$ cat src/rtl/tetris_vga_pkg.sv
// Shared types and constants for the Tetris VGA display path.
// Palette table exists only when TETRIS_VRAM_WRITER_PALETTE_INIT_EN is defined.
package tetris_vga_pkg;

  localparam int BOARD_W   = 10;
  localparam int BOARD_H   = 20;
  localparam int PAL_WORDS = 16;

  typedef enum logic [2:0] {
    IDLE,
    FETCH,
    LOAD,
    WRITE,
    DONE
`ifdef TETRIS_VRAM_WRITER_PALETTE_INIT_EN
    , PAL_WRITE
`endif
  } wr_state_e;

  // A board cell is a 4-bit palette index carried in the low bits of a 32-bit word.
  typedef logic [3:0] cell_code_t;

  typedef struct packed {
    logic [27:0] rsvd;
    cell_code_t  code;
  } cell_word_t;

`ifdef TETRIS_VRAM_WRITER_PALETTE_INIT_EN
  localparam logic [31:0] PALETTE_DEFAULT [PAL_WORDS] = '{
    32'h000, 32'h0FF, 32'hFF0, 32'hA0F,
    32'h0F0, 32'hF00, 32'h00F, 32'hF80,
    32'h888, 32'hFFF, 32'h444, 32'hCCC,
    32'h08F, 32'hF08, 32'h8F0, 32'h222
  };
`endif

endpackage

$ cat src/rtl/tetris_vram_writer_if.sv
// Write-only Avalon-MM bundle between the VRAM writer (master) and the VGA display slave.
interface tetris_vram_writer_if #(
  parameter int AVL_AW = 12
);

  logic [AVL_AW-1:0] address;
  logic              chipselect;
  logic              write;
  logic [3:0]        byteenable;
  logic [31:0]       writedata;
  logic              waitrequest;

  modport master (
    output address, chipselect, write, byteenable, writedata,
    input  waitrequest
  );

  modport slave (
    input  address, chipselect, write, byteenable, writedata,
    output waitrequest
  );

endinterface

$ cat src/rtl/avm_single_writer.sv
// Single-beat Avalon-MM write: strobes follow go_i and the beat retires on the first edge
// with waitrequest low. The caller keeps addr_i/data_i steady for as long as go_i is high.
module avm_single_writer #(
  parameter int AVL_AW = 12
) (
  input  logic              go_i,
  input  logic [AVL_AW-1:0] addr_i,
  input  logic [31:0]       data_i,
  output logic              ack_o,
  tetris_vram_writer_if.master avm
);

  assign avm.chipselect = go_i;
  assign avm.write      = go_i;
  assign avm.byteenable = go_i ? 4'b1111 : 4'b0000;
  assign avm.address    = go_i ? addr_i : '0;
  assign avm.writedata  = go_i ? data_i : '0;
  assign ack_o          = go_i & ~avm.waitrequest;

endmodule

$ cat src/rtl/tetris_vram_writer.sv
// Copies WORD_COUNT game-state words into the VGA display RAM over Avalon-MM on each start.
// Define TETRIS_VRAM_WRITER_PALETTE_INIT_EN to load PALETTE_DEFAULT at PAL_BASE after reset.
module tetris_vram_writer
  import tetris_vga_pkg::*;
#(
  parameter int WORD_COUNT = BOARD_W * BOARD_H,
  parameter int DST_BASE   = 0,
  parameter int SRC_AW     = 8,
  parameter int AVL_AW     = 12,
  parameter int PAL_BASE   = 240
) (
  input  logic              clk,
  input  logic              rst_n,
  input  logic              start_i,
  output logic              busy_o,
  output logic              done_o,
  output logic              src_rd_o,
  output logic [SRC_AW-1:0] src_addr_o,
  input  logic [31:0]       src_data_i,
  tetris_vram_writer_if.master avm
);

  localparam int              IDX_W    = (WORD_COUNT > 1) ? $clog2(WORD_COUNT) : 1;
  localparam logic [IDX_W-1:0] LAST_IDX = IDX_W'(WORD_COUNT - 1);

`ifdef TETRIS_VRAM_WRITER_PALETTE_INIT_EN
  localparam bit PAL_EN = 1'b1;
`else
  localparam bit PAL_EN = 1'b0;
`endif

  if (WORD_COUNT < 1 || DST_BASE + WORD_COUNT > 2**AVL_AW || WORD_COUNT > 2**SRC_AW) begin : g_bad_cfg
    $fatal(1, "tetris_vram_writer: copy window does not fit the source or Avalon address space");
  end

  if (PAL_EN && PAL_BASE + PAL_WORDS > 2**AVL_AW) begin : g_bad_pal
    $fatal(1, "tetris_vram_writer: palette window does not fit the Avalon address space");
  end

  wr_state_e         state_q, state_d;
  logic [IDX_W-1:0]  idx_q, idx_d;
  logic [31:0]       data_q, data_d;

  logic              wr_go;
  logic [AVL_AW-1:0] wr_addr;
  logic [31:0]       wr_data;
  logic              wr_ack;

`ifdef TETRIS_VRAM_WRITER_PALETTE_INIT_EN
  logic [3:0]        pal_idx_q, pal_idx_d;
  logic              pal_pend_q, pal_pend_d;
`endif

  always_ff @(posedge clk or negedge rst_n) begin
    if (!rst_n) begin
      state_q <= IDLE;
      idx_q   <= '0;
      data_q  <= '0;
    end else begin
      state_q <= state_d;
      idx_q   <= idx_d;
      data_q  <= data_d;
    end
  end

`ifdef TETRIS_VRAM_WRITER_PALETTE_INIT_EN
  // Palette init is requested by reset itself and runs once on the way out of IDLE.
  always_ff @(posedge clk or negedge rst_n) begin
    if (!rst_n) begin
      pal_idx_q  <= '0;
      pal_pend_q <= 1'b1;
    end else begin
      pal_idx_q  <= pal_idx_d;
      pal_pend_q <= pal_pend_d;
    end
  end
`endif

  always_comb begin
    state_d = state_q;
    idx_d   = idx_q;
    data_d  = data_q;
`ifdef TETRIS_VRAM_WRITER_PALETTE_INIT_EN
    pal_idx_d  = pal_idx_q;
    pal_pend_d = pal_pend_q;
`endif
    case (state_q)
      IDLE: begin
`ifdef TETRIS_VRAM_WRITER_PALETTE_INIT_EN
        if (pal_pend_q) begin
          state_d    = PAL_WRITE;
          pal_idx_d  = '0;
          pal_pend_d = 1'b0;
        end else
`endif
        if (start_i) begin
          state_d = FETCH;
          idx_d   = '0;
        end
      end
      FETCH: state_d = LOAD;
      LOAD: begin
        data_d  = src_data_i;
        state_d = WRITE;
      end
      WRITE: begin
        if (wr_ack) begin
          if (idx_q == LAST_IDX) begin
            state_d = DONE;
          end else begin
            idx_d   = idx_q + IDX_W'(1);
            state_d = FETCH;
          end
        end
      end
      DONE: state_d = IDLE;
`ifdef TETRIS_VRAM_WRITER_PALETTE_INIT_EN
      PAL_WRITE: begin
        if (wr_ack) begin
          if (pal_idx_q == 4'(PAL_WORDS - 1)) begin
            state_d = IDLE;
          end else begin
            pal_idx_d = pal_idx_q + 4'd1;
          end
        end
      end
`endif
      default: state_d = IDLE;
    endcase
  end

  // Outputs are pure functions of state so reset clears them without waiting for a clock.
  always_comb begin
    busy_o     = 1'b0;
    done_o     = 1'b0;
    src_rd_o   = 1'b0;
    src_addr_o = '0;
    wr_go      = 1'b0;
    wr_addr    = '0;
    wr_data    = '0;
    case (state_q)
      FETCH: begin
        busy_o     = 1'b1;
        src_rd_o   = 1'b1;
        src_addr_o = SRC_AW'(idx_q);
      end
      LOAD: busy_o = 1'b1;
      WRITE: begin
        busy_o  = 1'b1;
        wr_go   = 1'b1;
        wr_addr = AVL_AW'(DST_BASE) + AVL_AW'(idx_q);
        wr_data = data_q;
      end
      DONE: begin
        busy_o = 1'b1;
        done_o = 1'b1;
      end
`ifdef TETRIS_VRAM_WRITER_PALETTE_INIT_EN
      PAL_WRITE: begin
        busy_o  = 1'b1;
        wr_go   = 1'b1;
        wr_addr = AVL_AW'(PAL_BASE) + AVL_AW'(pal_idx_q);
        wr_data = PALETTE_DEFAULT[pal_idx_q];
      end
`endif
      default: busy_o = 1'b0;
    endcase
  end

  avm_single_writer #(
    .AVL_AW(AVL_AW)
  ) u_writer (
    .go_i   (wr_go),
    .addr_i (wr_addr),
    .data_i (wr_data),
    .ack_o  (wr_ack),
    .avm    (avm)
  );

endmodule

$ cat src/flat_wrapper.sv
// flat-port wrapper written by rule: the top's interface ports become plain ports
module tetris_vram_writer_flat import tetris_vga_pkg::*;
#(
  parameter int WORD_COUNT = BOARD_W * BOARD_H,
  parameter int DST_BASE   = 0,
  parameter int SRC_AW     = 8,
  parameter int AVL_AW     = 12,
  parameter int PAL_BASE   = 240
)
  (clk, rst_n, start_i, busy_o, done_o, src_rd_o, src_addr_o, src_data_i, avm_address, avm_chipselect, avm_write, avm_byteenable, avm_writedata, avm_waitrequest);
  tetris_vram_writer_if #(.AVL_AW(AVL_AW)) avm_i ();
  input  logic clk;
  input  logic rst_n;
  input  logic start_i;
  output logic busy_o;
  output logic done_o;
  output logic src_rd_o;
  output logic [SRC_AW-1:0] src_addr_o;
  input  logic [31:0] src_data_i;
  output wire logic [$bits(avm_i.address)-1:0] avm_address;
  output wire logic [$bits(avm_i.chipselect)-1:0] avm_chipselect;
  output wire logic [$bits(avm_i.write)-1:0] avm_write;
  output wire logic [$bits(avm_i.byteenable)-1:0] avm_byteenable;
  output wire logic [$bits(avm_i.writedata)-1:0] avm_writedata;
  input wire logic [$bits(avm_i.waitrequest)-1:0] avm_waitrequest;
  assign avm_address = avm_i.address;
  assign avm_chipselect = avm_i.chipselect;
  assign avm_write = avm_i.write;
  assign avm_byteenable = avm_i.byteenable;
  assign avm_writedata = avm_i.writedata;
  assign avm_i.waitrequest = avm_waitrequest;
  tetris_vram_writer #(.WORD_COUNT(WORD_COUNT), .DST_BASE(DST_BASE), .SRC_AW(SRC_AW), .AVL_AW(AVL_AW), .PAL_BASE(PAL_BASE)) u_core (.clk(clk), .rst_n(rst_n), .start_i(start_i), .busy_o(busy_o), .done_o(done_o), .src_rd_o(src_rd_o), .src_addr_o(src_addr_o), .src_data_i(src_data_i), .avm(avm_i));
endmodule
$ cat config.mk
export PLATFORM = sky130hd
export DESIGN_NAME = tetris_vram_writer_flat
export DESIGN_NICKNAME = d
export VERILOG_FILES = /design/src/rtl/tetris_vga_pkg.sv /design/src/rtl/tetris_vram_writer_if.sv /design/src/rtl/avm_single_writer.sv /design/src/rtl/tetris_vram_writer.sv /design/src/flat_wrapper.sv
export SDC_FILE = /design/constraint.sdc
export NUM_CORES = 1
export LEC_CHECK = 0
export BUFFER_PORTS_ARGS = -buffer_cell sky130_fd_sc_hd__buf_2
export CORE_MARGIN = 2
export CORE_UTILIZATION = 25
export DETAILED_ROUTE_END_ITERATION = 12
export RECOVER_POWER = 100
export REMOVE_ABC_BUFFERS = 1
export SLEW_MARGIN = 20
export SYNTH_ARGS = -nofsm -noshare
export SYNTH_HDL_FRONTEND = slang
export SYNTH_SLANG_ARGS = --single-unit
$ cat constraint.sdc
create_clock -name clk -period 1.9 [get_ports clk]
set_clock_uncertainty 0.2 [all_clocks]
set_input_delay 0.095 -clock clk [delete_from_list [all_inputs] [get_ports clk]]
set_output_delay 0.095 -clock clk [all_outputs]
set_load 0.01 [all_outputs]
== Yosys cells after proc, flatten, opt, wreduce, memory -nomap -nowiden ==
Cells that the tools add are included.

* Add/subtract/negate cells: 1
* Equal/unequal tests: 8
* Multiplexer cells: 18
* Bitwise gates (word level): 2
* Reductions and logical operators: 5

{| class="wikitable"
|+ Operators by type and width
! kind !! number
|-
| $mux W32 || 2
|-
| $mux W8 || 5
|-
| $pmux W8 S2 || 1
|-
| $mux W12 || 1
|-
| $pmux W3 S4 || 1
|-
| $mux W3 || 3
|-
| $add A8 B1 Y8 const B || 1
|-
| $eq A8 B8 Y1 const B || 1
|-
| $eq A3 B2 Y1 const B || 2
|-
| $ne A2 B2 Y1 const B || 3
|-
| $mux W1 || 4
|-
| $mux W4 || 1
|-
| $reduce_and A4 Y1 || 1
|-
| $reduce_or A4 Y1 || 1
|-
| $eq A3 B1 Y1 const B || 1
|-
| $eq A3 B3 Y1 const B || 1
|-
| $logic_not A3 Y1 || 1
|-
| $reduce_and A2 Y1 || 1
|-
| $reduce_bool A2 Y1 || 1
|-
| $and A1 B1 Y1 || 1
|-
| $not A1 Y1 || 1
|}

* Bits in registers: 43
* Input bits: 36
* Output and inout port bits: 61
* Word-level logic and storage cells: 37

== Depth between registers and ports, before layout ==
Gate-level depths: netlist of run 1.

* Depth in word-level cells: 5
* Gate-level depth with buffers: 5
* Gate-level depth less buffers: 5

== Modules after synthesis ==
A second synthesis of run 1 with hierarchy kept.

* Cells, all modules: 244
* Area, all modules: 2,563.7 µm²

{| class="wikitable"
|+ By module, submodules not included
! module !! instances !! cells each !! area an instance (µm²) !! sequential area each (µm²)
|-
| tetris_vram_writer || 1 || 189 || 2,217.1 || 1,076.0
|-
| avm_single_writer || 1 || 55 || 346.6 || 0.0
|}

== Worst setup path after synthesis of run 1 ==
Ideal clock, no wire load.

* Path kind: flip-flop to output port
* Start point: reg u_core.state_q[2]
* End point: out avm_writedata[22]
* Data arrival time: 1.446 ns
* Required time: 1.605 ns
* Slack: 0.159 ns
* Stages on the path, launching flop included: 6
* Buffers on the path: 3
* Path through: dfrtp_1 > clkbuf_8 > and3b_1 > buf_2 > clkbuf_1 > and2_1

* Cells in the longest elaborated chain, start to end: 3
* Elaborated cells on any way between the ends: 4
* Those cells by class: 1 x eq/ne; 3 x mux

{| class="wikitable"
|+ Ends and longest elaborated chain
! what !! RTL line !! source
|-
| start, declared || tetris_vram_writer.sv:40 || <nowiki>wr_state_e state_q, state_d;</nowiki>
|-
| start signal, assigned || tetris_vram_writer.sv:60 || <nowiki>state_q <= state_d;</nowiki>
|-
| $eq A3 B2 Y1 || tetris_vram_writer.sv:141 || <nowiki>case (state_q)</nowiki>
|-
| $mux W1 || tetris_vram_writer.sv:141 ||
|-
| net avm_chipselect || flat_wrapper.sv:21 || <nowiki>output wire logic [$bits(avm_i.chipselect)-1:0] avm_chipselect;</nowiki>
|-
| $mux W32 || avm_single_writer.sv:17 || <nowiki>assign avm.writedata = go_i ? data_i : '0;</nowiki>
|-
| end, declared || flat_wrapper.sv:24 || <nowiki>output wire logic [$bits(avm_i.writedata)-1:0] avm_writedata;</nowiki>
|}

The timed path passes the listed nets, and every way through them passes these cells.

== Final worst setup path of run 1 ==
* Start point: reg u_core.state_q[2]
* End point: out avm_address[4]

* Cells in the longest elaborated chain, start to end: 3
* Elaborated cells on any way between the ends: 4
* Those cells by class: 1 x eq/ne; 3 x mux

{| class="wikitable"
|+ Ends and longest elaborated chain
! what !! RTL line !! source
|-
| $eq A3 B2 Y1 (*) || tetris_vram_writer.sv:141 ||
|-
| $mux W8 / $mux W1 (equally long branches) || tetris_vram_writer.sv:141 ||
|-
| $mux W12 (*) || avm_single_writer.sv:16 || <nowiki>assign avm.address = go_i ? addr_i : '0;</nowiki>
|-
| end, declared || flat_wrapper.sv:20 || <nowiki>output wire logic [$bits(avm_i.address)-1:0] avm_address;</nowiki>
|}

Every way passes the cells marked *; elsewhere a longest branch is shown, timed or not.

==> flow_summary.json, run 1 <==
{
  "status": "finished, final reports clean",
  "timing.reg2reg.setup_slack_ns": 0.15,
  "min_period_over_period_pct": 95.6,
  "synth_sequential_area_ratio_pct": 48.3,
  "critical_path.endpoint_type": "output port",
  "power-per-cell-area_nw_per_um2": 1510,
  "vdd_drop_max_uv": 564,
  "timing_worst_setup_path_type": "flip-flop to output port",
  "max-cap-violations": 0,
  "critical_path.top_delay_family": "flip-flops",
  "min-delay-path-class": "flip-flop to flip-flop",
  "power.total_uw": 4930,
  "synth_warnings": 0,
  "synth_top_family_by_area": "simple AND/OR/NAND/NOR gates",
  "dieArea_um2": 9680,
  "detailroute.wirelength.met3_um": 296,
  "endpoint": "avm_address[4]",
  "drt-initial-drc-count": 55,
  "cts_buffers": 5,
  "route.detailed.vias_per_inst": 4.28,
  "yosys.area_share.xor_xnor_pct": 0.393,
  "destination_of_the_worst_register_to_register_timing_path": "u_core.data_q[28]$_DFFE_PN0P_",
  "reg2reg_depth": 4,
  "core_area_um2": 8680,
  "syn-instance-count": 196,
  "leak_pwr_uw": 0.00157,
  "worst_pin_slew_ns": 1.04,
  "core_rows": 34,
  "detail_route.drc_violations": 0,
  "synthDominantAreaCellType": "sky130_fd_sc_hd__dfrtp_1",
  "totalWireLength_um": 5150,
  "latest_clock_arrival_within_the_worst_skew_pair_ns": 0.29,
  "rsz0062_at_grt": "yes",
  "worst_setup_hold_path_clk_slew_ns": 0.09,
  "place.port_buffers": 92,
  "count_of_different_cell_masters_after_synthesis": 39,
  "grt_util_all_layers_pct": 10.8,
  "worst-path-max-fanout": 26,
  "synth_adder_area_share_pct": 0.561,
  "worstPathArrival_ns": 1.52,
  "final_net_count": 364,
  "final_cells": 436,
  "die-height_um": 98.4,
  "async_flop_share_pct": 100,
  "synth-simple-area-share_pct": 22.1,
  "crit_path_top_delay_cell": "sky130_fd_sc_hd__dfrtp_2",
  "dr.pass1.iters": 4,
  "initial_core_util_pct": 25.7,
  "synth_seq_cells": 43,
  "cp-start-kind": "flip-flop",
  "placed_cell_count": 390,
  "timing.critical_path.cells": "and3b_2 > buf_6 > and2_2 > buf_2",
  "critPathBufInv": 2,
  "achievable-frequency_ghz": 0.551,
  "setup.worst_path.start": "u_core.state_q[2]$_DFFE_PN0P_",
  "filler_cell_count": 896,
  "cts-root-to-sink-buffers": 2,
  "synth-edff-count": 0,
  "drt-wirelength-per-cell_um": 11.8,
  "htree_levels": 2,
  "critical_path.max_stage_delay_ns": 0.46,
  "slew_headroom_pct": 30.5,
  "final-hold-violation-count": 0,
  "ys_top_cells_by_area": "sky130_fd_sc_hd__dfrtp_1 48%, sky130_fd_sc_hd__mux2_2 16%, sky130_fd_sc_hd__and2_1 13%",
  "routedLengthMet1_um": 2270,
  "grt_max_degree": 33,
  "grt_pass1_wl_um": 8640,
  "reg2reg_from": "u_core.state_q[2]$_DFFE_PN0P_",
  "post_detailed_placement_half_perimeter_wirelength_um": 3650,
  "fp.dieW_um": 98.4,
  "drive_gt1_share_pct": 46.0,
  "cts_tree": "done",
  "grt_pass1_vias": 1822,
  "insertedDiodeCount": 0,
  "cts-root-buf": "sky130_fd_sc_hd__clkbuf_8",
  "detailroute.via_count": 1865,
  "syn2layout_area_growth_pct": 46.1,
  "dr.max_layer_used": "met4",
  "met2_length_um": 2550,
  "path_depth": 4,
  "postRouteAntennaNets": 0,
  "setup_violations": 0,
  "gr-total-overflow": 0,
  "number_of_antenna_violations_at_the_first_check_in_global_routing": 0,
  "report.final.slew_viol_count": 0,
  "period_needed_ns": 1.82,
  "synth_ff_type": "sky130_fd_sc_hd__dfrtp_1",
  "synth_area_per_cell_um2": 11.4,
  "tritoncts_num_sinks": 43,
  "gp_congestion": 0.812,
  "synthesis.area_um2": 2230,
  "num_io_pins": 97,
  "synth_top_area_share_pct": 48.3,
  "synth.area.mux_share_pct": 16.6,
  "setup_total_negative_slack_ns": 0,
  "critical_path_required_ns": 1.60,
  "synth_compound_gate_area_share_pct": 5.28
}
-- synthesized netlist by cell type (2+ instances only) --
cell                        n
sky130_fd_sc_hd__inv_1      3
sky130_fd_sc_hd__mux2_2    32
sky130_fd_sc_hd__a21oi_1    4
sky130_fd_sc_hd__buf_4     12
sky130_fd_sc_hd__nand3_1    3
sky130_fd_sc_hd__nor3_1     3
sky130_fd_sc_hd__nor2_1     3
sky130_fd_sc_hd__nand4_1    2
sky130_fd_sc_hd__and3b_1    2
sky130_fd_sc_hd__clkbuf_1   4
sky130_fd_sc_hd__and2_1    47
sky130_fd_sc_hd__nand2_1    4
sky130_fd_sc_hd__o21ai_0    5
sky130_fd_sc_hd__and2_2     2
sky130_fd_sc_hd__dfrtp_1   43
sky130_fd_sc_hd__a31oi_1    4
-- cell type report --
cell class	count	area, um^2	area share (%)
Inverter	3	11.3	0.346
Multi-Input combinational cell	134	1020	31.5
Clock buffer	5	68.8	2.11
Tap cell	108	135	4.15
Sequential cell	43	1080	33.2
Timing Repair Buffer	140	921	28.3
Clock inverter	3	15.0	0.461
-- layout by cell type, fill, tap and decap left out, types with 4 or more instances in the layout --
master,count
sky130_fd_sc_hd__a21oi_1,4
sky130_fd_sc_hd__a31oi_1,4
sky130_fd_sc_hd__and2_1,47
sky130_fd_sc_hd__buf_2,90
sky130_fd_sc_hd__buf_4,7
sky130_fd_sc_hd__clkbuf_1,4
sky130_fd_sc_hd__clkbuf_8,5
sky130_fd_sc_hd__conb_1,4
sky130_fd_sc_hd__dfrtp_1,40
sky130_fd_sc_hd__dlygate4sd3_1,36
sky130_fd_sc_hd__mux2_2,32
sky130_fd_sc_hd__nand2_1,4
sky130_fd_sc_hd__o21ai_0,5
-- stage by stage --
step | setup WS, ns | area, um^2 | hold WS (ns) | utilization (%)
floorplan | -0.632 | 2100 | -0.401 | -
global placement | 0.214 | 2790 | -0.239 | 32.2
detailed placement | 0.181 | 2790 | -0.239 | 32.2
CTS | 0.00472 | 3250 | 0.135 | 37.4
global route | -0.00642 | 3260 | 0.315 | 37.5
finish | 0.0840 | 3260 | 0.302 | 37.5
-- metal layers --
| layer | GRT usage (%) | up-vias |
|---|---|---|
| li1 | - | 911 |
| met1 | 13.6 | 888 |
| met2 | 18.7 | 62 |
| met3 | 2.77 | 4 |
| met4 | 2.21 | 0 |
| met5 | 0 | - |
-- power by group --
part | internal, uW | switching, uW | leakage (uW)
sequential | 1360 | 272 | 0.000511
clock | 252 | 319 | 0.0000477
combinational | 1440 | 1280 | 0.00101
total | 3060 | 1870 | 0.00157
-- worst min path at each step --
stage	startpoint	end	slack [ns]	cells after the start
after floorplan	rst_n	u_core.data_q[0]$_DFFE_PN0P_	-0.40	0
after global placement	rst_n	u_core.idx_q[1]$_DFFE_PN0P_	-0.24	1
after detailed placement	rst_n	u_core.idx_q[1]$_DFFE_PN0P_	-0.24	1
after CTS	rst_n	u_core.data_q[19]$_DFFE_PN0P_	0.13	3
after global routing	u_core.data_q[17]$_DFFE_PN0P_	u_core.data_q[17]$_DFFE_PN0P_	0.31	1
final	u_core.data_q[5]$_DFFE_PN0P_	u_core.data_q[5]$_DFFE_PN0P_	0.30	1
-- repair_timing --
| action | CTS | global route |
|---|---|---|
| gates cloned | 0 | 0 |
| resized for setup | 4 | 2 |
| endpoints found under the setup margin | 40 | 40 |
| setup buffers | 0 | 2 |
| endpoints found under the hold margin | 78 | 0 |
| hold buffers | 36 | 0 |
-- registers in the layout, summed over array words and instances, names as in the netlist --
name            cells
u_core.data_q      32
u_core.state_q      3
u_core.idx_q        8
-- worst reg2reg max path: cells and delay by family (launching register included) --
| family | cells | cell delay, ns |
|---|---|---|
| buf+inv | 2 | 0.39 |
| flops | 1 | 0.46 |
| mux | 1 | 0.38 |
| simple gates | 1 | 0.22 |
-- cell families after synthesis --
logic type	after synthesis
simple gates	77
xor+xnor	1
mux	33
other cells	1
flops	43
buf+inv	22
fa+ha+maj	1
compound gates	18
Power figures use the tool's default switching activity.
==> run 2: changes to the inputs <==
--- a/config.mk
+++ b/config.mk
@@ -5,9 +5,11 @@
 export SDC_FILE = /design/constraint.sdc
 export NUM_CORES = 1
 export LEC_CHECK = 0
+export ABC_AREA = 1
 export BUFFER_PORTS_ARGS = -buffer_cell sky130_fd_sc_hd__buf_2
 export CORE_MARGIN = 2
 export CORE_UTILIZATION = 25
+export CTS_CLUSTER_SIZE = 40
 export DETAILED_ROUTE_END_ITERATION = 12
 export RECOVER_POWER = 100
 export REMOVE_ABC_BUFFERS = 1
==> run 2 against run 1 <==
Compared with the run above:
- count of clock-buffer cells in the layout rose by 1
- sequential power fell by 11%
- maximum frequency rose by 1.0%
- final cell count rose by 23%
- first-iteration DRC count rose by 51%
- sequential share of layout area rose by 0.28 points
- synthesized cell count rose by 55%
- clock power rose by 28%
- wire length rose by 5.5%
- via count rose by 20%
- critical path type unchanged
- largest cell class unchanged
==> flow_summary.json, run 2 <==
{
  "status": "finished, final reports clean",
  "number_of_antenna_violations_at_the_first_check_in_global_routing": 0,
  "worst_setup_hold_path_clk_slew_ns": 0.08,
  "largest_register_ff_count": 32,
  "grt_util_all_layers_pct": 11.3,
  "synth_adder_area_share_pct": 0.558,
  "synth-edff-count": 0,
  "grt_max_degree": 65,
  "place_worst_setup_slack_ns": 0.235,
  "tritoncts_num_sinks": 43,
  "gp_congestion": 0.793,
  "dieArea_um2": 9750,
  "ys_top_cells_by_area": "sky130_fd_sc_hd__dfrtp_1 48%, sky130_fd_sc_hd__nor2_1 16%, sky130_fd_sc_hd__inv_1 7.2%",
  "cts-root-buf": "sky130_fd_sc_hd__clkbuf_8",
  "finalCoreUtilization_pct": 37.0,
  "slew_headroom_pct": 24.2,
  "gr-total-overflow": 0,
  "cts-root-to-sink-buffers": 2,
  "cts_buffers": 5,
  "critical_path.endpoint_type": "output port",
  "route.detailed.vias_per_inst": 4.17,
  "synth_top_family_by_area": "simple AND/OR/NAND/NOR gates",
  "grt_pass1_wl_um": 9250,
  "min_period_over_period_pct": 94.6,
  "synth_area_per_cell_um2": 7.38,
  "synth_seq_cells": 43,
  "synth_most_common_cell": "sky130_fd_sc_hd__nor2_1",
  "power-per-cell-area_nw_per_um2": 1430,
  "synthDominantAreaCellType": "sky130_fd_sc_hd__dfrtp_1",
  "vdd_drop_max_uv": 546,
  "detailroute.via_count": 2239,
  "core_rows": 34,
  "synth_sequential_area_ratio_pct": 48.0,
  "reg.largest.list": "u_core.data_q (32), u_core.idx_q (8), u_core.state_q (3)",
  "post_synth_most_frequent_cells": "95 x sky130_fd_sc_hd__nor2_1, 43 x sky130_fd_sc_hd__dfrtp_1, 43 x sky130_fd_sc_hd__inv_1",
  "rsz0062_at_grt": "no",
  "timing_worst_setup_path_type": "flip-flop to output port",
  "layout_setup_ws_ns": 0.102,
  "worst_pin_slew_ns": 1.14,
  "grt_pass1_vias": 2087,
  "setup_violations": 0,
  "latest_clock_arrival_within_the_worst_skew_pair_ns": 0.29,
  "achievable-frequency_ghz": 0.556,
  "max-cap-violations": 0,
  "core_area_um2": 8720,
  "fp.dieW_um": 98.7,
  "largest_register": "u_core.data_q",
  "final-hold-violation-count": 0,
  "totalWireLength_um": 5430,
  "num_io_pins": 97,
  "count_of_different_cell_masters_after_synthesis": 25,
  "period_needed_ns": 1.80,
  "dr.pass1.iters": 4,
  "worst-path-max-fanout": 25,
  "final_cell_mix": "95 x sky130_fd_sc_hd__nor2_1, 45 x sky130_fd_sc_hd__buf_2, 44 x sky130_fd_sc_hd__inv_1",
  "report.final.slew_viol_count": 0,
  "post_detailed_placement_half_perimeter_wirelength_um": 3620,
  "htree_levels": 2,
  "insertedDiodeCount": 0,
  "synth-simple-area-share_pct": 29.2,
  "synth_compound_gate_area_share_pct": 7.92,
  "drt-initial-drc-count": 83,
  "postRouteAntennaNets": 0,
  "cts_tree": "done",
  "synth_warnings": 0,
  "synthesis.area_um2": 2240,
  "yosys.area_share.xor_xnor_pct": 0.781,
  "syn2layout_area_growth_pct": 43.7,
  "syn-instance-count": 304,
  "synth_top_area_share_pct": 48.0,
  "detail_route.drc_violations": 0,
  "worstPathArrival_ns": 1.50,
  "synth.area.mux_share_pct": 0,
  "drt-wirelength-per-cell_um": 10.1,
  "final_net_count": 465,
  "commonest_non_fill_non_tap_cell_in_the_layout": "sky130_fd_sc_hd__nor2_1",
  "min-delay-path-class": "input pin to flip-flop",
  "cp-start-kind": "flip-flop",
  "synth_ff_type": "sky130_fd_sc_hd__dfrtp_1",
  "initial_core_util_pct": 25.7,
  "async_flop_share_pct": 100,
  "drive_gt1_share_pct": 21.2,
  "die-height_um": 98.7,
  "place.port_buffers": 92,
  "leak_pwr_uw": 0.00169,
  "critical_path_required_ns": 1.60
}
-- run 2: cell types whose count changed in the layout (fill, tap and decap cells not counted), moves of 17 or more --
cell / delta
sky130_fd_sc_hd__a21oi_1: +28
sky130_fd_sc_hd__and2_1: -47
sky130_fd_sc_hd__buf_2: -45
sky130_fd_sc_hd__clkbuf_1: +26
sky130_fd_sc_hd__clkbuf_2: +17
sky130_fd_sc_hd__inv_1: +41
sky130_fd_sc_hd__mux2_2: -32
sky130_fd_sc_hd__nand2_1: +37
sky130_fd_sc_hd__nor2_1: +92
-- run 2: final cells by class --
type	count	area, um^2
Timing Repair Buffer	135	851
Sequential cell	43	1080
Clock inverter	2	35.0
Inverter	46	173
Tap cell	108	135
Clock buffer	6	82.6
Fill cell	909	5500
Multi-Input combinational cell	197	870
-- run 2: report_power, final --
part / switching, uW / total, uW / leakage (uW) / internal (uW)
clock: 306 / 731 / 0.0000612 / 425
combinational: 1520 / 2430 / 0.00114 / 904
sequential: 151 / 1450 / 0.000494 / 1300
-- run 2: per-layer routing --
metal  vias up  part of all wire, %  GRT usage [%]
li1       1142                    -              -
met1      1030                   43           14.4
met2        64                   52           20.0
met3         3                  4.3           2.20
met4         0                 0.53           2.32
met5         -                    0              0
-- run 2: stage by stage --
stage          setup TNS [ns]  cell area [um^2]  total power (uW)  cells  hold WS [ns]
6_report                    0              3220              4610    537       0.00137
3_3_place_gp                0              2780              3810    490        -0.120
2_1_floorplan           -8.27              2130              2940    286        -0.401
4_1_cts                     0              3240              4670    532        0.0536
3_5_place_dp                0              2780              3850    490        -0.121
5_1_grt                     0              3220              5060    537        0.0381
-- run 2: path summary, 6_finish.rpt --
| check | start | end | slack (ns) | depth (start not counted) |
|---|---|---|---|---|
| hold / removal | start_i | u_core.state_q[0]$_DFFE_PN0P_ | 0.001 | 3 |
| setup reg to reg | u_core.state_q[1]$_DFFE_PN0P_ | u_core.idx_q[5]$_DFFE_PN0P_ | 0.16 | 9 |
| max in group asynchronous | rst_n | u_core.state_q[1]$_DFFE_PN0P_ | 0.45 | 3 |
| min in group asynchronous | rst_n | u_core.idx_q[0]$_DFFE_PN0P_ | 0.36 | 2 |
| setup / recovery | u_core.state_q[1]$_DFFE_PN0P_ | avm_writedata[13] | 0.10 | 6 |
| hold reg to reg | u_core.data_q[18]$_DFFE_PN0P_ | u_core.data_q[18]$_DFFE_PN0P_ | 0.32 | 2 |
-- run 2: timing repair --
action                                 4_1_cts  5_1_grt
buffers inserted                             0        5
endpoints found under the hold margin       77        0
pin swaps                                    0        1
setup endpoints to repair                   32       48
hold buffers                                34        0
gates resized for setup                      2        4
-- run 2: cell families (layout without fill, tap and decap cells) --
family | count (synthesis) | after routing
and+or+nand+nor | 155 | 155
buffers and inverters | 67 | 189
DFF | 43 | 43
AOI/OAI and AO/OA | 35 | 35
xor gates and xnor gates | 2 | 2
adders and majority gates | 1 | 1
other | 1 | 4
-- run 2: critical path, cell delays in order, from the launching register on --
cell and delay, ns:
sky130_fd_sc_hd__dfrtp_2 0.43, sky130_fd_sc_hd__nand2_2 0.08, sky130_fd_sc_hd__nor2_4 0.17, sky130_fd_sc_hd__inv_2 0.08, sky130_fd_sc_hd__buf_6 0.18, sky130_fd_sc_hd__nor2_1 0.11, sky130_fd_sc_hd__clkbuf_1 0.16
==> run 3: changes to the inputs <==
--- a/config.mk
+++ b/config.mk
@@ -7,6 +7,7 @@
 export LEC_CHECK = 0
 export ABC_AREA = 1
 export BUFFER_PORTS_ARGS = -buffer_cell sky130_fd_sc_hd__buf_2
+export CORE_ASPECT_RATIO = 1.75
 export CORE_MARGIN = 2
 export CORE_UTILIZATION = 25
 export CTS_CLUSTER_SIZE = 40
@@ -16,4 +17,5 @@
 export SLEW_MARGIN = 20
 export SYNTH_ARGS = -nofsm -noshare
 export SYNTH_HDL_FRONTEND = slang
+export SYNTH_HIERARCHICAL = 1
 export SYNTH_SLANG_ARGS = --single-unit
==> run 3 against run 2 <==
Compared with the run above:
- global-route usage rose by 0.38 points
- sequential share of layout area fell by 3.9 points
- die area rose by 21%
- critical endpoint is now avm_writedata[26]
- final area rose by 13%
- first-iteration DRC count rose by 73%
- worst setup slack improved by 0.013 ns
- count of clock-buffer cells in the layout did not move
- non-clock buffer count fell by 3
- largest cell class is now multi-input combinational cells
- critical path depth did not move
==> flow_summary.json, run 3 <==
{
  "status": "finished, final reports clean",
  "syn2layout_area_growth_pct": 33.8,
  "cts-root-to-sink-buffers": 2,
  "synthesis.area_um2": 2730,
  "min_period_over_period_pct": 94.0,
  "final_net_count": 558,
  "dr.pass1.iters": 4,
  "cts_buffers": 5,
  "synth_sequential_area_ratio_pct": 39.4,
  "worstPathArrival_ns": 1.49,
  "report.final.slew_viol_count": 0,
  "crit_path_top_delay_cell": "sky130_fd_sc_hd__dfrtp_2",
  "timing.critical_path.cells": "nor2_8 > inv_8 > nor2_1 > nand2_1 > inv_1 > clkbuf_1",
  "layout_setup_ws_ns": 0.115,
  "reg2reg_from": "u_core/state_q[2]$_DFFE_PN0P_",
  "final_cell_mix": "94 x sky130_fd_sc_hd__inv_1, 94 x sky130_fd_sc_hd__nor2_1, 79 x sky130_fd_sc_hd__nand2_1",
  "reg.largest.list": "u_core/data_q (32), u_core/idx_q (8), u_core/state_q (3)",
  "die-height_um": 142,
  "grt_util_all_layers_pct": 11.7,
  "totalWireLength_um": 6850,
  "worst_pin_slew_ns": 1.10,
  "number_of_antenna_violations_at_the_first_check_in_global_routing": 0,
  "htree_levels": 2,
  "drt-initial-drc-count": 144,
  "initial_core_util_pct": 25.5,
  "detail_route.drc_violations": 0,
  "place_worst_setup_slack_ns": 0.161,
  "timing_worst_setup_path_type": "flip-flop to output port",
  "post-route-cell-area_um2": 3650,
  "finalCoreUtilization_pct": 34.1,
  "final-hold-violation-count": 0,
  "syn-instance-count": 401,
  "drt-wirelength-per-cell_um": 10.5,
  "worst_setup_hold_path_clk_slew_ns": 0.05,
  "cts_tree": "done",
  "cts-root-buf": "sky130_fd_sc_hd__clkbuf_16",
  "setup_violations": 0,
  "dieArea_um2": 11800,
  "synth_top_area_share_pct": 39.4,
  "setup_total_negative_slack_ns": 0,
  "num_io_pins": 97,
  "critical_path_required_ns": 1.60,
  "largest_register": "u_core/data_q",
  "gr-total-overflow": 0,
  "async_flop_share_pct": 100,
  "synthDominantAreaCellType": "sky130_fd_sc_hd__dfrtp_1",
  "largest_register_ff_count": 32,
  "critical_path.endpoint_type": "output port",
  "power-per-cell-area_nw_per_um2": 1400,
  "grt_max_degree": 66,
  "detailroute.via_count": 2694,
  "core_rows": 50,
  "count_of_different_cell_masters_after_synthesis": 26,
  "place.port_buffers": 92,
  "synth_area_per_cell_um2": 6.81,
  "grt_pass1_wl_um": 11500,
  "final_cells": 650,
  "slew_headroom_pct": 26.9,
  "setup.worst_path.start": "u_core/state_q[2]$_DFFE_PN0P_",
  "synth-edff-count": 0,
  "min-delay-path-class": "input pin to flip-flop",
  "vdd_drop_max_uv": 718,
  "synth_most_common_cell": "sky130_fd_sc_hd__inv_1",
  "gp_congestion": 0.797,
  "hold_start": "start_i",
  "synth_ff_type": "sky130_fd_sc_hd__dfrtp_1",
  "period_needed_ns": 1.79,
  "drive_gt1_share_pct": 16.9,
  "synth_seq_cells": 43,
  "rsz0062_at_grt": "no",
  "synth_warnings": 6,
  "max-cap-violations": 0,
  "tritoncts_num_sinks": 43,
  "latest_clock_arrival_within_the_worst_skew_pair_ns": 0.27,
  "route.detailed.vias_per_inst": 4.14,
  "post_synth_most_frequent_cells": "94 x sky130_fd_sc_hd__inv_1, 93 x sky130_fd_sc_hd__nor2_1, 80 x sky130_fd_sc_hd__nand2_1",
  "leak_pwr_uw": 0.00216,
  "fp.dieW_um": 83.0,
  "post_detailed_placement_half_perimeter_wirelength_um": 4730,
  "achievable-frequency_ghz": 0.560,
  "core_area_um2": 10700,
  "placed_cell_count": 608,
  "worst-path-max-fanout": 46,
  "postRouteAntennaNets": 0,
  "critical_path.max_stage_delay_ns": 0.47,
  "cp-start-kind": "flip-flop",
  "ys_top_cells_by_area": "sky130_fd_sc_hd__dfrtp_1 39%, sky130_fd_sc_hd__inv_1 13%, sky130_fd_sc_hd__nor2_1 13%",
  "grt_pass1_vias": 2646,
  "insertedDiodeCount": 0,
  "postPlaceCellArea_um2": 3230,
  "filler_cell_count": 1143
}
-- run 3: changes by cell type in the layout (fill, tap and decap cells not counted), sizes merged --
cell	previous run	this run
clkbuf	55	54
a21boi	1	0
nor3	2	5
o21ai	2	4
nand2	44	85
inv	46	97
bufinv	1	0
clkinv	1	0
buf	52	50
nor2	97	96
nand3	7	8
nor3b	2	0
a21oi	32	34
-- run 3: area by class of cell --
cell class / instances / area [um^2] / area share (%)
clock buffer: 6 / 129 / 3.53
inverter: 97 / 372 / 10.2
multi-input combinational: 242 / 1100 / 30.1
sequential: 43 / 1080 / 29.6
tap: 130 / 163 / 4.45
timing repair buffer: 132 / 808 / 22.1
-- run 3: report_power, final --
| part | switching, uW | leakage (uW) | internal [uW] |
|---|---|---|---|
| clock | 309 | 0.0000628 | 472 |
| combinational | 1940 | 0.00161 | 959 |
| sequential | 139 | 0.000493 | 1310 |
| total | 2380 | 0.00216 | 2740 |
-- run 3: path summary, 6_finish.rpt --
| kind | end | slack [ns] | cells after the start |
|---|---|---|---|
| min in group asynchronous | u_core/data_q[3]$_DFFE_PN0P_ | 0.46 | 3 |
| max in group asynchronous | u_core/state_q[1]$_DFFE_PN0P_ | 0.30 | 3 |
| min reg2reg | u_core/data_q[7]$_DFFE_PN0P_ | 0.30 | 2 |
| max reg2reg | u_core/idx_q[6]$_DFFE_PN0P_ | 0.17 | 6 |
| max | avm_writedata[26] | 0.11 | 6 |
| min | u_core/state_q[2]$_DFFE_PN0P_ | 0.11 | 4 |
-- run 3: timing repair --
action	CTS	global route
resized for setup	2	4
endpoints found under the setup margin	40	45
hold endpoints to repair	77	0
hold buffers	34	0
setup buffers	0	2
-- run 3: metal layers --
layer | track usage (%) | vias to the layer above | wire [um]
li1 | - | 1376 | -
met1 | 12.2 | 1255 | 2750
met2 | 22.5 | 56 | 3710
met3 | 2.03 | 7 | 236
met4 | 5.00 | 0 | 145
met5 | 0 | - | 0
-- run 3: metrics by stage --
stage | hold WS [ns] | power, uW
global placement | 0.00545 | 4330
detailed placement | 0.0217 | 4390
floorplan | -0.401 | 3410
finish | 0.113 | 5120
CTS | 0.102 | 5270
global route | 0.139 | 5610
-- run 3: cells by family (layout without fill, tap and decap cells) --
group,after synthesis,after routing,synth area share (%)
flip-flops,43,43,39.4
AND/OR/NAND/NOR,197,197,30.6
adder cells (fa/ha/maj),1,1,0.458
XOR/XNOR,2,2,0.642
AO/OA/AOI/OAI,38,38,8.34
buffers and inverters,119,235,20.4
other,1,4,0.137
-- run 3: worst max-delay path: cells and delay by family (launching register included) --
| family | cells | cell delay, ns |
|---|---|---|
| DFF | 1 | 0.47 |
| and+or+nand+nor | 3 | 0.39 |
| buffers and inverters | 3 | 0.31 |
